==> src/rtl/pipe_stage_reg.sv <==
`default_nettype none
// ---------------------------------------------------------------------------
// pipe_stage_reg : valid/ready pipeline stage register with flush and freeze.
// Optional two-entry skid buffer when PIPE_STAGE_SKID_EN is defined.
// Revision 1.0
// ---------------------------------------------------------------------------
module pipe_stage_reg #(
   parameter int DATA_W = 32
) (
   input  logic              clk,
   input  logic              rst,
   input  logic              flush,
   input  logic              freeze,
   input  logic              in_valid,
   output logic              in_ready,
   input  logic [DATA_W-1:0] in_data,
   output logic              out_valid,
   input  logic              out_ready,
   output logic [DATA_W-1:0] out_data,
   output logic [1:0]        occupancy
);

   typedef enum logic [1:0] {
      EMPTY = 2'd0,
      ONE   = 2'd1,
      FULL  = 2'd2
   } state_t;

   state_t            state;
   state_t            state_nxt;
   logic              main_valid;
   logic [DATA_W-1:0] main_data;
   logic              in_fire;
   logic              out_fire;
   logic              load_in;

   assign main_valid = (state != EMPTY);
   assign out_valid  = main_valid & ~freeze & ~flush;
   assign out_data   = main_data;
   assign in_fire    = in_valid & in_ready;
   assign out_fire   = out_valid & out_ready;

`ifdef PIPE_STAGE_SKID_EN
   logic              skid_valid;
   logic [DATA_W-1:0] skid_data;
   logic              load_skid;
   logic              load_from_skid;

   assign skid_valid = (state == FULL);
   // Registered ready: no combinational path from out_ready.
   assign in_ready   = ~skid_valid & ~freeze & ~flush & ~rst;
   assign occupancy  = state;
`else
   assign in_ready   = (~main_valid | out_ready) & ~freeze & ~flush & ~rst;
   assign occupancy  = {1'b0, state[0]};
`endif

   always_comb begin
      state_nxt = state;
      load_in   = 1'b0;
`ifdef PIPE_STAGE_SKID_EN
      load_skid      = 1'b0;
      load_from_skid = 1'b0;
`endif
      case (state)
         EMPTY: begin
            if (in_fire) begin
               load_in   = 1'b1;
               state_nxt = ONE;
            end
         end
         ONE: begin
            if (in_fire) begin
`ifdef PIPE_STAGE_SKID_EN
               if (out_fire) begin
                  load_in = 1'b1;
               end else begin
                  load_skid = 1'b1;
                  state_nxt = FULL;
               end
`else
               // Single entry: accepting while occupied implies a same-cycle pop.
               load_in = 1'b1;
`endif
            end else if (out_fire) begin
               state_nxt = EMPTY;
            end
         end
`ifdef PIPE_STAGE_SKID_EN
         FULL: begin
            if (out_fire) begin
               load_from_skid = 1'b1;
               state_nxt      = ONE;
            end
         end
`endif
         default: state_nxt = EMPTY;
      endcase
   end

   always_ff @(posedge clk) begin
      if (rst || flush) begin
         state     <= EMPTY;
         main_data <= '0;
`ifdef PIPE_STAGE_SKID_EN
         skid_data <= '0;
`endif
      end else begin
         state <= state_nxt;
         if (load_in) begin
            main_data <= in_data;
         end
`ifdef PIPE_STAGE_SKID_EN
         else if (load_from_skid) begin
            main_data <= skid_data;
         end
         if (load_skid) begin
            skid_data <= in_data;
         end
`endif
      end
   end

endmodule
`default_nettype wire

==> config.mk <==
export PLATFORM = sky130hd
export DESIGN_NAME = pipe_stage_reg
export DESIGN_NICKNAME = d
export VERILOG_FILES = /design/src/rtl/pipe_stage_reg.sv
export SDC_FILE = /design/constraint.sdc
export NUM_CORES = 1
export LEC_CHECK = 0
export ABC_CLOCK_PERIOD_IN_PS = 1500
export BUFFER_PORTS_ARGS = -buffer_cell sky130_fd_sc_hd__buf_4
export CORE_MARGIN = 8
export CORE_UTILIZATION = 40
export CTS_CLUSTER_DIAMETER = 100
export DETAILED_ROUTE_END_ITERATION = 8
export GPL_TIMING_DRIVEN = 0
export PLACE_DENSITY = 0.8
export SLEW_MARGIN = 0
export SYNTH_ARGS = -nofsm -noshare
export SYNTH_HDL_FRONTEND = slang
export SYNTH_SLANG_ARGS = --single-unit
==> constraint.sdc <==
create_clock -name clk -period 1.5 [get_ports clk]
set_clock_uncertainty 0.15 [all_clocks]
set_input_delay 0 -clock clk [delete_from_list [all_inputs] [get_ports clk]]
set_output_delay 0 -clock clk [all_outputs]
set_load 0.01 [all_outputs]
==> qor.txt, run 1 <==
======================================================================================
Status                                                                    finished, final reports clean
XOR/XNOR share of the synthesized area                                              0%
Post-Route Utilization                                                          71.12%
Starting utilization of the core area                                           40.36%
Gate Count Post-Synth                                                              159
Cell total after placement                                                         277
Worst Path Class, Setup                                                      in -> reg
Multiplexer share of the synthesized area                                           0%
CTS sink cnt                                                                        33
Delay of the slowest cell on the worst path                                     570 ps
Synthesized Nets                                                                   197
Clock slew at the register clock pins of the worst setup and hold paths          90 ps
Switching power                                                               399.3 uW
Critical Path Fanout Max                                                             5
Width of the die                                                              73.34 um
Clock power frac                                                                 28.5%
Final Wtd Congestion                                                            0.7531
Kind of start point of the critical path                                    input port
Static Leak                                                                  0.9801 nW
Worst endpoint required time                                                   1550 ps
1st-iter DRT viols                                                                 118
Classification of the worst-slack hold path                                  in -> reg
Relative area change from synthesis to final layout                             76.21%
Via count normalized by instance count                                           5.006
Final Max Tran Viols                                                                 0
Final total negative setup slack                                                  0 ps
# setup viols final                                                                  0
Top FF cell, synth                                                             dfxtp_1
Height of the chip                                                            73.34 um
Area used by multi-input combinational logic                                 544.3 um2
Share of the clock period used by the worst path after layout                   92.95%
Synth Register Bits                                                                 33
Power Total                                                                   1.700 mW
Share of synthesized area occupied by flip-flops and latches                    50.24%
Count of cell types in the netlist                                                  18
Detail-routed net length per standard cell                                    14.98 um
Most common library cells after synthesis                                 a21oi_1 (33), dfxtp_1 (33), nand3_1 (32)
Maximum clock frequency                                                      717.2 MHz
Master of the slowest instance on the critical path                       dlygate4sd3_1
Number of antenna violations at the first check in global routing                    0
Cell type with the highest aggregate area in the netlist                       dfxtp_1
Num CTS Buffers                                                                      5
Mapped Area                                                                   1315 um2
Post-synthesis compound-gate area fraction                                      25.12%
Worst ir drop on vdd                                                          499.8 uV
Crit path arrival time                                                         1440 ps
Register-to-Register Path Depth                                                      4
Max capacitance violation total                                                      0
Setup repair after global routing missed its margin                              false
Core Footprint                                                                3258 um2
Warnings, synthesis                                                                  0
Sequential cell area                                                         661.9 um2
Post-synthesis simple-gate area fraction                                        15.98%
Combinational family with the most area after synthesis                   compound AO/OA/AOI/OAI gates
Die Outline Area                                                              5378 um2
Total wire length                                                              4780 um
Dominant cells by area after synthesis                                    dfxtp_1 (50%), a21oi_1 (13%), nand3_1 (12%)
Post-detail-place hpwl                                                         3013 um
Clock network latency to the later pin of the worst-skew pair                   310 ps
Critical Path End Type                                                            flop
Cell mode on critical path                                                dlygate4sd3_1
Series of cell instances along the critical path                          dlygate4sd3_1 > buf_4 > o21ai_1 > dlygate4sd3_1 > a21oi_1
Layout net count                                                                   310
Worst hold path depth                                                                4
Proportion of layout cells with a drive suffix above 1                          36.03%
Time the final worst path needs with I/O delays and setup                      1394 ps
Mapped Avg Cell Area                                                         8.271 um2
Cell-internal power                                                           1.301 mW
Clock root buffer master                                                      clkbuf_4
Largest net degree at the start of global routing                                   16
CTS max path bufs                                                                    2
Total track usage                                                               18.22%
Number of vias after detailed routing                                             1597
Power density over the cells                                              733.8 nW/um2
Remaining Overflow, GRT                                                              0
Share of async-settable or async-resettable flops after synthesis                   0%
Site Rows                                                                           21
Number of hold violations in the final report                                        0
Number of flops mapped to enable cells by yosys                                      0
Antenna-violating nets left                                                          0
Cell Count, Final, Fillers Out                                                     319
Post CTS Setup Buffer Count                                                          0
Detailed-routing iteration count for the pre-antenna-repair pass                     4
Sequential fraction of design power                                              53.2%
H-Tree Depth                                                                         2
Share of total power consumed by net switching                                  23.48%
Via count of the first global-routing pass                                        1651
Top-area cell type share of the netlist area                                    50.24%
First-pass GRT wire length                                                     7810 um
DRC viols                                                                            0
TritonCTS clock tree                                                               yes
Logic pwr share                                                                  18.3%
Adder and majority cell fraction of the synthesized area                            0%
# IOs                                                                               74
Number of port buffers                                                              72
Filler cells                                                                       270
======================================================================================
final timing paths:
| kind | from | end | slack [ps] |
|---|---|---|---|
| worst max-delay path | freeze | state[0] | 110 |
| worst max register to register | state[0] | out_data[22] | 120 |
| worst min-delay path | rst | out_data[15] | 30 |
| worst min register to register | out_data[28] | out_data[28] | 330 |
state kept, by name, summed over array words and instances, names as in the netlist:
signal and count:
state 1, out_data 32
worst max-delay path: cells and delay by family:
kind                   cells  cell delay (ps)
AOI/OAI and AO/OA          2              190
buffers and inverters      3             1260
logic make-up after synthesis:
| kind of cell | after synthesis |
|---|---|
| AOI/OAI and AO/OA | 66 |
| and+or+nand+nor | 39 |
| DFF | 33 |
| buffers and inverters | 20 |
| other | 1 |
area by class of cell:
type                       instances  area share [%]
tap                               46           2.484
clock buffer                       7           2.376
inverter                           1          0.1620
sequential                        33           28.56
multi-input combinational        106           23.49
timing repair buffer             107           38.44
antenna                            1          0.1080
buffer                            18           4.374
routing by layer:
metal / share of wire (%) / vias up / routed length [um] / global-route usage [%]
li1: - / 787 / - / -
met1: 40 / 735 / 1918 / 18.91
met2: 50 / 69 / 2367 / 31.88
met3: 8.8 / 6 / 420 / 7.231
met4: 1.5 / 0 / 73 / 7.317
met5: 0 / - / 0 / 0
power by group through the flow:
stage | sequential (mW) | clock (mW) | combinational (mW)
floorplan | 0.933 | 0 | 0.0917
global placement | 0.924 | 0 | 0.230
finish | 0.905 | 0.485 | 0.310
global route | 0.908 | 0.540 | 0.337
CTS | 0.904 | 0.506 | 0.305
detailed placement | 0.925 | 0 | 0.233
cell usage in the layout (no fill, tap or decap):
cell           synthesis  final
buf_2                 10      9
nand2b_1               1      1
nand3_1               32     32
o21ai_0               27     26
nor3_1                 1      1
clkbuf_1               1      2
clkbuf_2               3      3
nand2b_2               1      1
nor2b_1                1      1
nor3b_1                1      1
buf_4                  5     77
inv_1                  1      1
and2b_4                1      1
diode_2                0      1
clkbuf_4               0      5
clkbuf_8               0      1
dlygate4sd3_1          0     35
dfxtp_2                0      1
or2_1                  1      1
dfxtp_1               33     32
conb_1                 1      1
a21oi_1               33     33
o21ai_1                6      7
stage by stage:
step / cell area, um2 / hold slack, ps / setup slack (ps)
finish: 2317 / 29.22 / 105.7
global route: 2315 / 22.27 / 31.25
CTS: 2313 / 14.76 / 84.05
detailed placement: 1913 / 107.0 / 220.1
global placement: 1913 / 105.8 / 258.9
floorplan: 1315 / -100.5 / 372.7
what timing repair did:
| action | CTS | global route |
|---|---|---|
| endpoints found under the setup margin | 1 | 6 |
| endpoints found under the hold margin | 33 | 0 |
| hold buffers | 35 | 0 |
| resized for setup | 0 | 2 |
No activity file was read; power rests on OpenSTA's default activity.
==> run 2, diff against run 1 <==
--- a/config.mk
+++ b/config.mk
@@ -7,6 +7,7 @@
 export LEC_CHECK = 0
 export ABC_CLOCK_PERIOD_IN_PS = 1500
 export BUFFER_PORTS_ARGS = -buffer_cell sky130_fd_sc_hd__buf_4
+export CORE_ASPECT_RATIO = 0.75
 export CORE_MARGIN = 8
 export CORE_UTILIZATION = 40
 export CTS_CLUSTER_DIAMETER = 100
==> qor.txt, run 2 (synthesized netlist as in run 1, its figures left out) <==
======================================================================================
Worst ir drop on vdd                                                          561.8 uV   +12%
Critical Path Fanout Max                                                             5   unchanged
Total track usage                                                               17.13%   -1.1 points
Die Outline Area                                                              5397 um2   +0.36%
# IOs                                                                               74   unchanged
Final Max Tran Viols                                                                 0   unchanged
Width of the die                                                              82.21 um   +12%
Site Rows                                                                           18   -14%
Cell total after placement                                                         271   -2.2%
Maximum clock frequency                                                      699.6 MHz   -2.5%
Number of hold violations in the final report                                        0   unchanged
Antenna-violating nets left                                                          0   unchanged
Final Wtd Congestion                                                            0.7073   -6.1%
Clock slew at the register clock pins of the worst setup and hold paths          60 ps   -30 ps
Static Leak                                                                  0.9944 nW   +1.5%
DRC viols                                                                            0   unchanged
Post CTS Setup Buffer Count                                                          0   unchanged
Classification of the worst-slack hold path                                  in -> reg
H-Tree Depth                                                                         2   unchanged
# setup viols final                                                                  0   unchanged
1st-iter DRT viols                                                                  93   -21%
Time the final worst path needs with I/O delays and setup                      1429 ps   +35.15 ps
Share of the clock period used by the worst path after layout                   95.29%   +2.3 points
Starting utilization of the core area                                           40.83%   +0.47 points
Flip-flop count of the largest register, all copies and words added                 32   unchanged
Number of antenna violations at the first check in global routing                    0   unchanged
First-pass GRT wire length                                                     7182 um   -8.0%
CTS max path bufs                                                                    2   unchanged
Detailed-routing iteration count for the pre-antenna-repair pass                     4   unchanged
Smallest hold slack                                                           1.835 ps   -27.39 ps
Number of port buffers                                                              72   unchanged
N_diodes                                                                             0   -1
Critical Path End Type                                                            flop
Setup repair after global routing missed its margin                              false
Remaining Overflow, GRT                                                              0   unchanged
Core Footprint                                                                3221 um2   -1.2%
Max capacitance violation total                                                      0   unchanged
Kind of start point of the critical path                                    input port
Clock root buffer master                                                      clkbuf_8
Num CTS Buffers                                                                      5   unchanged
Largest net degree at the start of global routing                                   11   -5
Worst Path Class, Setup                                                      in -> reg
Post-detail-place hpwl                                                         3011 um   about the same
Power density over the cells                                              799.8 nW/um2   +9.0%
Final total negative setup slack                                                  0 ps   unchanged
Total wire length                                                              4663 um   -2.4%
Worst reg2reg setup slack                                                       170 ps   +50 ps
Relative area change from synthesis to final layout                             78.02%
Post-Route Utilization                                                          72.69%   +1.6 points
Leading cell type in the layout, fill and taps excluded                          buf_4
CTS sink cnt                                                                        33   unchanged
Crit path arrival time                                                         1430 ps   about the same
Status                                                                    finished, final reports clean
TritonCTS clock tree                                                               yes
Leading cell types in the layout, fill and taps excluded                  buf_4 (77), dlygate4sd3_1 (34), a21oi_1 (33)
Clock network latency to the later pin of the worst-skew pair                   270 ps   -40 ps
Layout net count                                                                   310   unchanged
Proportion of layout cells with a drive suffix above 1                          36.76%   +0.74 points
Via count normalized by instance count                                           5.010   about the same
Power Total                                                                   1.872 mW   +10%
Detail-routed net length per standard cell                                    14.95 um   -0.26%
Worst endpoint required time                                                   1500 ps   -50 ps
Number of vias after detailed routing                                             1563   -2.1%
Height of the chip                                                            65.66 um   -10%
Cell Count, Final, Fillers Out                                                     312   -2.2%
Via count of the first global-routing pass                                        1539   -6.8%
======================================================================================
## run 2: path summary, 6_finish.rpt
path              cells past startpoint           end         start
hold reg to reg                       2  out_data[26]  out_data[26]
hold / removal                        4  out_data[13]      in_valid
setup / recovery                      5      state[0]        freeze
setup reg to reg                      3      state[0]      state[0]
## run 2: layout make-up
type	instances	area, um2
inverter	1	3.754
clock buffer	7	86.33
tap	40	50.05
sequential	33	661.9
buffer	19	108.9
multi-input combinational	106	549.3
fill	271	879.6
timing repair buffer	106	880.8
## run 2: through the flow
step / instance area [um2] / setup slack, ps
after global placement: 1906 / 256.7
final: 2341 / 70.59
after floorplan: 1315 / 372.7
after CTS: 2337 / 54.74
after global routing: 2341 / 15.20
after detailed placement: 1906 / 231.4
## run 2: report_power, final
| part | internal (mW) | switching (mW) | leakage, nW |
|---|---|---|---|
| Clock | 0.364 | 0.293 | 0.0443 |
| Combinational | 0.184 | 0.125 | 0.682 |
| Sequential | 0.896 | 0.00974 | 0.268 |
## run 2: critical path, stage by stage
cell and delay, ps:
dlygate4sd3_1 540, buf_4 160, o21ai_1 110, dlygate4sd3_1 560
a21oi_1 60
## run 2: metal layers
layer  track usage [%]  part of all wire (%)  routed length (um)
met2             27.41                    47                2186
met3             7.493                    11                 517
met4             6.114                   1.7                  81
met1             19.78                    40                1877
met5                 0                     0                   0
## run 2: timing repair
item	4_1_cts	5_1_grt
setup endpoints to repair	1	2
hold buffers	34	0
pin swaps	0	0
hold endpoints to repair	33	0
resized for setup	1	3
==> run 3, diff against run 2 <==
--- a/config.mk
+++ b/config.mk
@@ -5,6 +5,7 @@
 export SDC_FILE = /design/constraint.sdc
 export NUM_CORES = 1
 export LEC_CHECK = 0
+export ABC_AREA = 1
 export ABC_CLOCK_PERIOD_IN_PS = 1500
 export BUFFER_PORTS_ARGS = -buffer_cell sky130_fd_sc_hd__buf_4
 export CORE_ASPECT_RATIO = 0.75
@@ -13,7 +14,7 @@
 export CTS_CLUSTER_DIAMETER = 100
 export DETAILED_ROUTE_END_ITERATION = 8
 export GPL_TIMING_DRIVEN = 0
-export PLACE_DENSITY = 0.8
+export PLACE_DENSITY = 0.78
 export SLEW_MARGIN = 0
 export SYNTH_ARGS = -nofsm -noshare
 export SYNTH_HDL_FRONTEND = slang
==> qor.txt, run 3 <==
======================================================================================
Critical Path Fanout Max                                                            10   +5
Top FF cell, synth                                                             dfxtp_1
Cell type with the highest aggregate area in the netlist                       dfxtp_1
Mapped Avg Cell Area                                                         6.382 um2   -23%
Worst ir drop on vdd                                                          721.7 uV   +28%
Number of antenna violations at the first check in global routing                    0   unchanged
Power Total                                                                   1.809 mW   -3.4%
Count of cell types in the netlist                                                  13   -5
Top-area cell type share of the netlist area                                    47.27%   -3.0 points
Leading cell type in the layout, fill and taps excluded                          buf_4
Die Outline Area                                                              5661 um2   +4.9%
Post-detail-place hpwl                                                         2876 um   -4.5%
Largest delay share family, worst path                                    buffers and inverters
Via count of the first global-routing pass                                        1589   +3.2%
Number of port buffers                                                              72   unchanged
# setup viols final                                                                  0   unchanged
1st-iter DRT viols                                                                  60   -35%
First-pass GRT wire length                                                     7279 um   +1.4%
Clock root buffer master                                                      clkbuf_8
Worst reg2reg setup slack                                                       150 ps   -20 ps
Worst Path Class, Setup                                                      in -> reg
Most common library cells after synthesis                                 nand2_1 (69), nor2_1 (66), dfxtp_1 (33), inv_1 (33)
Worst setup path startpoint                                                  out_ready
TritonCTS clock tree                                                               yes
Worst hold path depth                                                                7   +3
CTS max path bufs                                                                    2   unchanged
Flip-flop count of the largest register, all copies and words added                 32   unchanged
Critical Path End Type                                                            flop
Classification of the worst-slack hold path                                  in -> reg
Share of async-settable or async-resettable flops after synthesis                   0%   unchanged
Power density over the cells                                              743.8 nW/um2   -7.0%
Share of the clock period used by the worst path after layout                   91.98%   -3.3 points
DRC viols                                                                            0   unchanged
Gate Count Post-Synth                                                              219   +38%
Worst endpoint required time                                                   1580 ps   +80 ps
Max capacitance violation total                                                      0   unchanged
Number of hold violations in the final report                                        0   unchanged
Total track usage                                                               16.12%   -1.0 points
Width of the die                                                              84.26 um   +2.5%
Buffering stage count on the worst path with inverters included                      5   +2
Number of vias after detailed routing                                             1543   -1.3%
Status                                                                    finished, final reports clean
# IOs                                                                               74   unchanged
Detail-routed net length per standard cell                                    11.81 um   -21%
Num CTS Buffers                                                                      5   unchanged
CTS sink cnt                                                                        33   unchanged
Static Leak                                                                   1.360 nW   +37%
Share of synthesized area occupied by flip-flops and latches                    47.27%   -3.0 points
Site Rows                                                                           18   unchanged
Number of flops mapped to enable cells by yosys                                      0   unchanged
Delay of the slowest cell on the worst path                                     540 ps   -20 ps
Path length in cells of the critical path                                            9   +4
Detailed-routing iteration count for the pre-antenna-repair pass                     4   unchanged
Top-count cell post-synth                                                      nand2_1
Relative area change from synthesis to final layout                             74.04%
R2R Path Start                                                                state[0]
Core Footprint                                                                3311 um2   +2.8%
Register-to-Register Path Depth                                                      6   +3
Synthesized Nets                                                                   257   +30%
H-Tree Depth                                                                         2   unchanged
Height of the chip                                                            67.19 um   +2.3%
Dominant cells by area after synthesis                                    dfxtp_1 (47%), nand2_1 (19%), nor2_1 (18%)
Synth Register Bits                                                                 33   unchanged
Post CTS Setup Buffer Count                                                          0   unchanged
Antenna-violating nets left                                                          0   unchanged
Warnings, synthesis                                                                  0   unchanged
Layout net count                                                                   371   +20%
Largest net degree at the start of global routing                                   11   unchanged
Proportion of layout cells with a drive suffix above 1                          27.25%   -9.5 points
Master of the slowest instance on the critical path                       dlygate4sd3_1
Clock network latency to the later pin of the worst-skew pair                   280 ps   about the same
Final Wtd Congestion                                                            0.7244   +2.4%
Starting utilization of the core area                                           42.21%   +1.4 points
Time the final worst path needs with I/O delays and setup                      1380 ps   -49.68 ps
Kind of start point of the critical path                                    input port
N_diodes                                                                             0   unchanged
Filler cells                                                                       273   +0.74%
Clock slew at the register clock pins of the worst setup and hold paths          70 ps   about the same
Crit path arrival time                                                         1460 ps   +30 ps
Worst Hold Launch                                                               freeze
Total wire length                                                              4418 um   -5.3%
Final Max Tran Viols                                                                 0   unchanged
Setup ws final                                                                120.3 ps   +49.68 ps
Series of cell instances along the critical path                          dlygate4sd3_1 > buf_4 > inv_1 > nand2_1 > nand4_1 > clkbuf_4 > clkbuf_4 > nor2_1 > nor2_1
Leading cell types in the layout, fill and taps excluded                  buf_4 (76), nand2_1 (69), nor2_1 (66)
Remaining Overflow, GRT                                                              0   unchanged
Mapped Area                                                                   1398 um2   +6.3%
Maximum clock frequency                                                      724.8 MHz   +3.6%
Via count normalized by instance count                                           4.126   -18%
Post-placement worst setup slack                                              89.71 ps   -141.6 ps
======================================================================================
-- run 3: cell count changes in the layout (fill, tap and decap cells not counted), sizes merged, moves of 2 or more --
cell	change
nand2	+69
clkinv	+2
nand3	-32
o21ai	-33
nand2b	-2
nor2	+67
inv	+34
buf	-8
a21oi	-32
-- run 3: cells by family (layout without fill, tap and decap cells) --
family	count (synthesis)	in the layout	synth area share, %
AO/OA/AOI/OAI	1	1	0.3578
buffers and inverters	47	162	14.59
other	1	1	0.2683
flip-flops	33	33	47.27
AND/OR/NAND/NOR	137	137	37.51
-- run 3: path summary, 6_finish.rpt --
path | endpoint
worst min-delay path | state[0]
worst min register to register | state[0]
worst max register to register | out_data[24]
worst max-delay path | out_data[24]
-- run 3: area by class of cell --
cell class                 instances  area, um2  share of cell area (%)
inverter                          35      131.4                   5.401
multi-input combinational        139      533.0                   21.91
clock inverter                     2      10.01                  0.4115
tap                               40      50.05                   2.058
timing repair buffer             107      890.9                   36.63
sequential                        33      660.6                   27.16
clock buffer                       6      72.57                   2.984
buffer                            12      83.83                   3.447
-- run 3: per-stage QoR --
step / hold slack [ps] / setup TNS [ps] / utilization, % / cell area, um2 / instances
5_1_grt: 88.71 / -3.356 / 73.47 / 2432 / 374
6_report: 16.62 / 0 / 73.47 / 2432 / 374
4_1_cts: 0.6297 / 0 / 73.13 / 2421 / 374
3_5_place_dp: 76.09 / 0 / 60.05 / 1988 / 331
3_3_place_gp: 68.61 / 0 / 60.05 / 1988 / 331
2_1_floorplan: -95.15 / 0 / - / 1398 / 219
-- run 3: worst min-delay path, cell delays in order --
cell and delay [ps]:
buf_4 80, inv_2 30, nand2_1 50, nor2_1 50
nand2_1 50, nand2_1 50, a21oi_1 110
-- run 3: repair_timing --
item	CTS	global route
hold buffers	35	0
endpoints found under the setup margin	0	30
hold endpoints to repair	33	0
resized for setup	0	8
-- run 3: layer usage --
metal / wire [um] / track usage, % / up-vias
met4: 72 / 7.082 / 0
met5: 0 / 0 / -
met3: 408 / 7.212 / 8
met1: 1899 / 17.81 / 641
li1: - / - / 844
met2: 2037 / 26.79 / 50
-- run 3: power by group --
part | internal, mW | switching (mW) | leakage [nW]
clock network | 0.321 | 0.330 | 0.0450
logic | 0.163 | 0.0994 | 1.05
registers | 0.889 | 0.00648 | 0.267
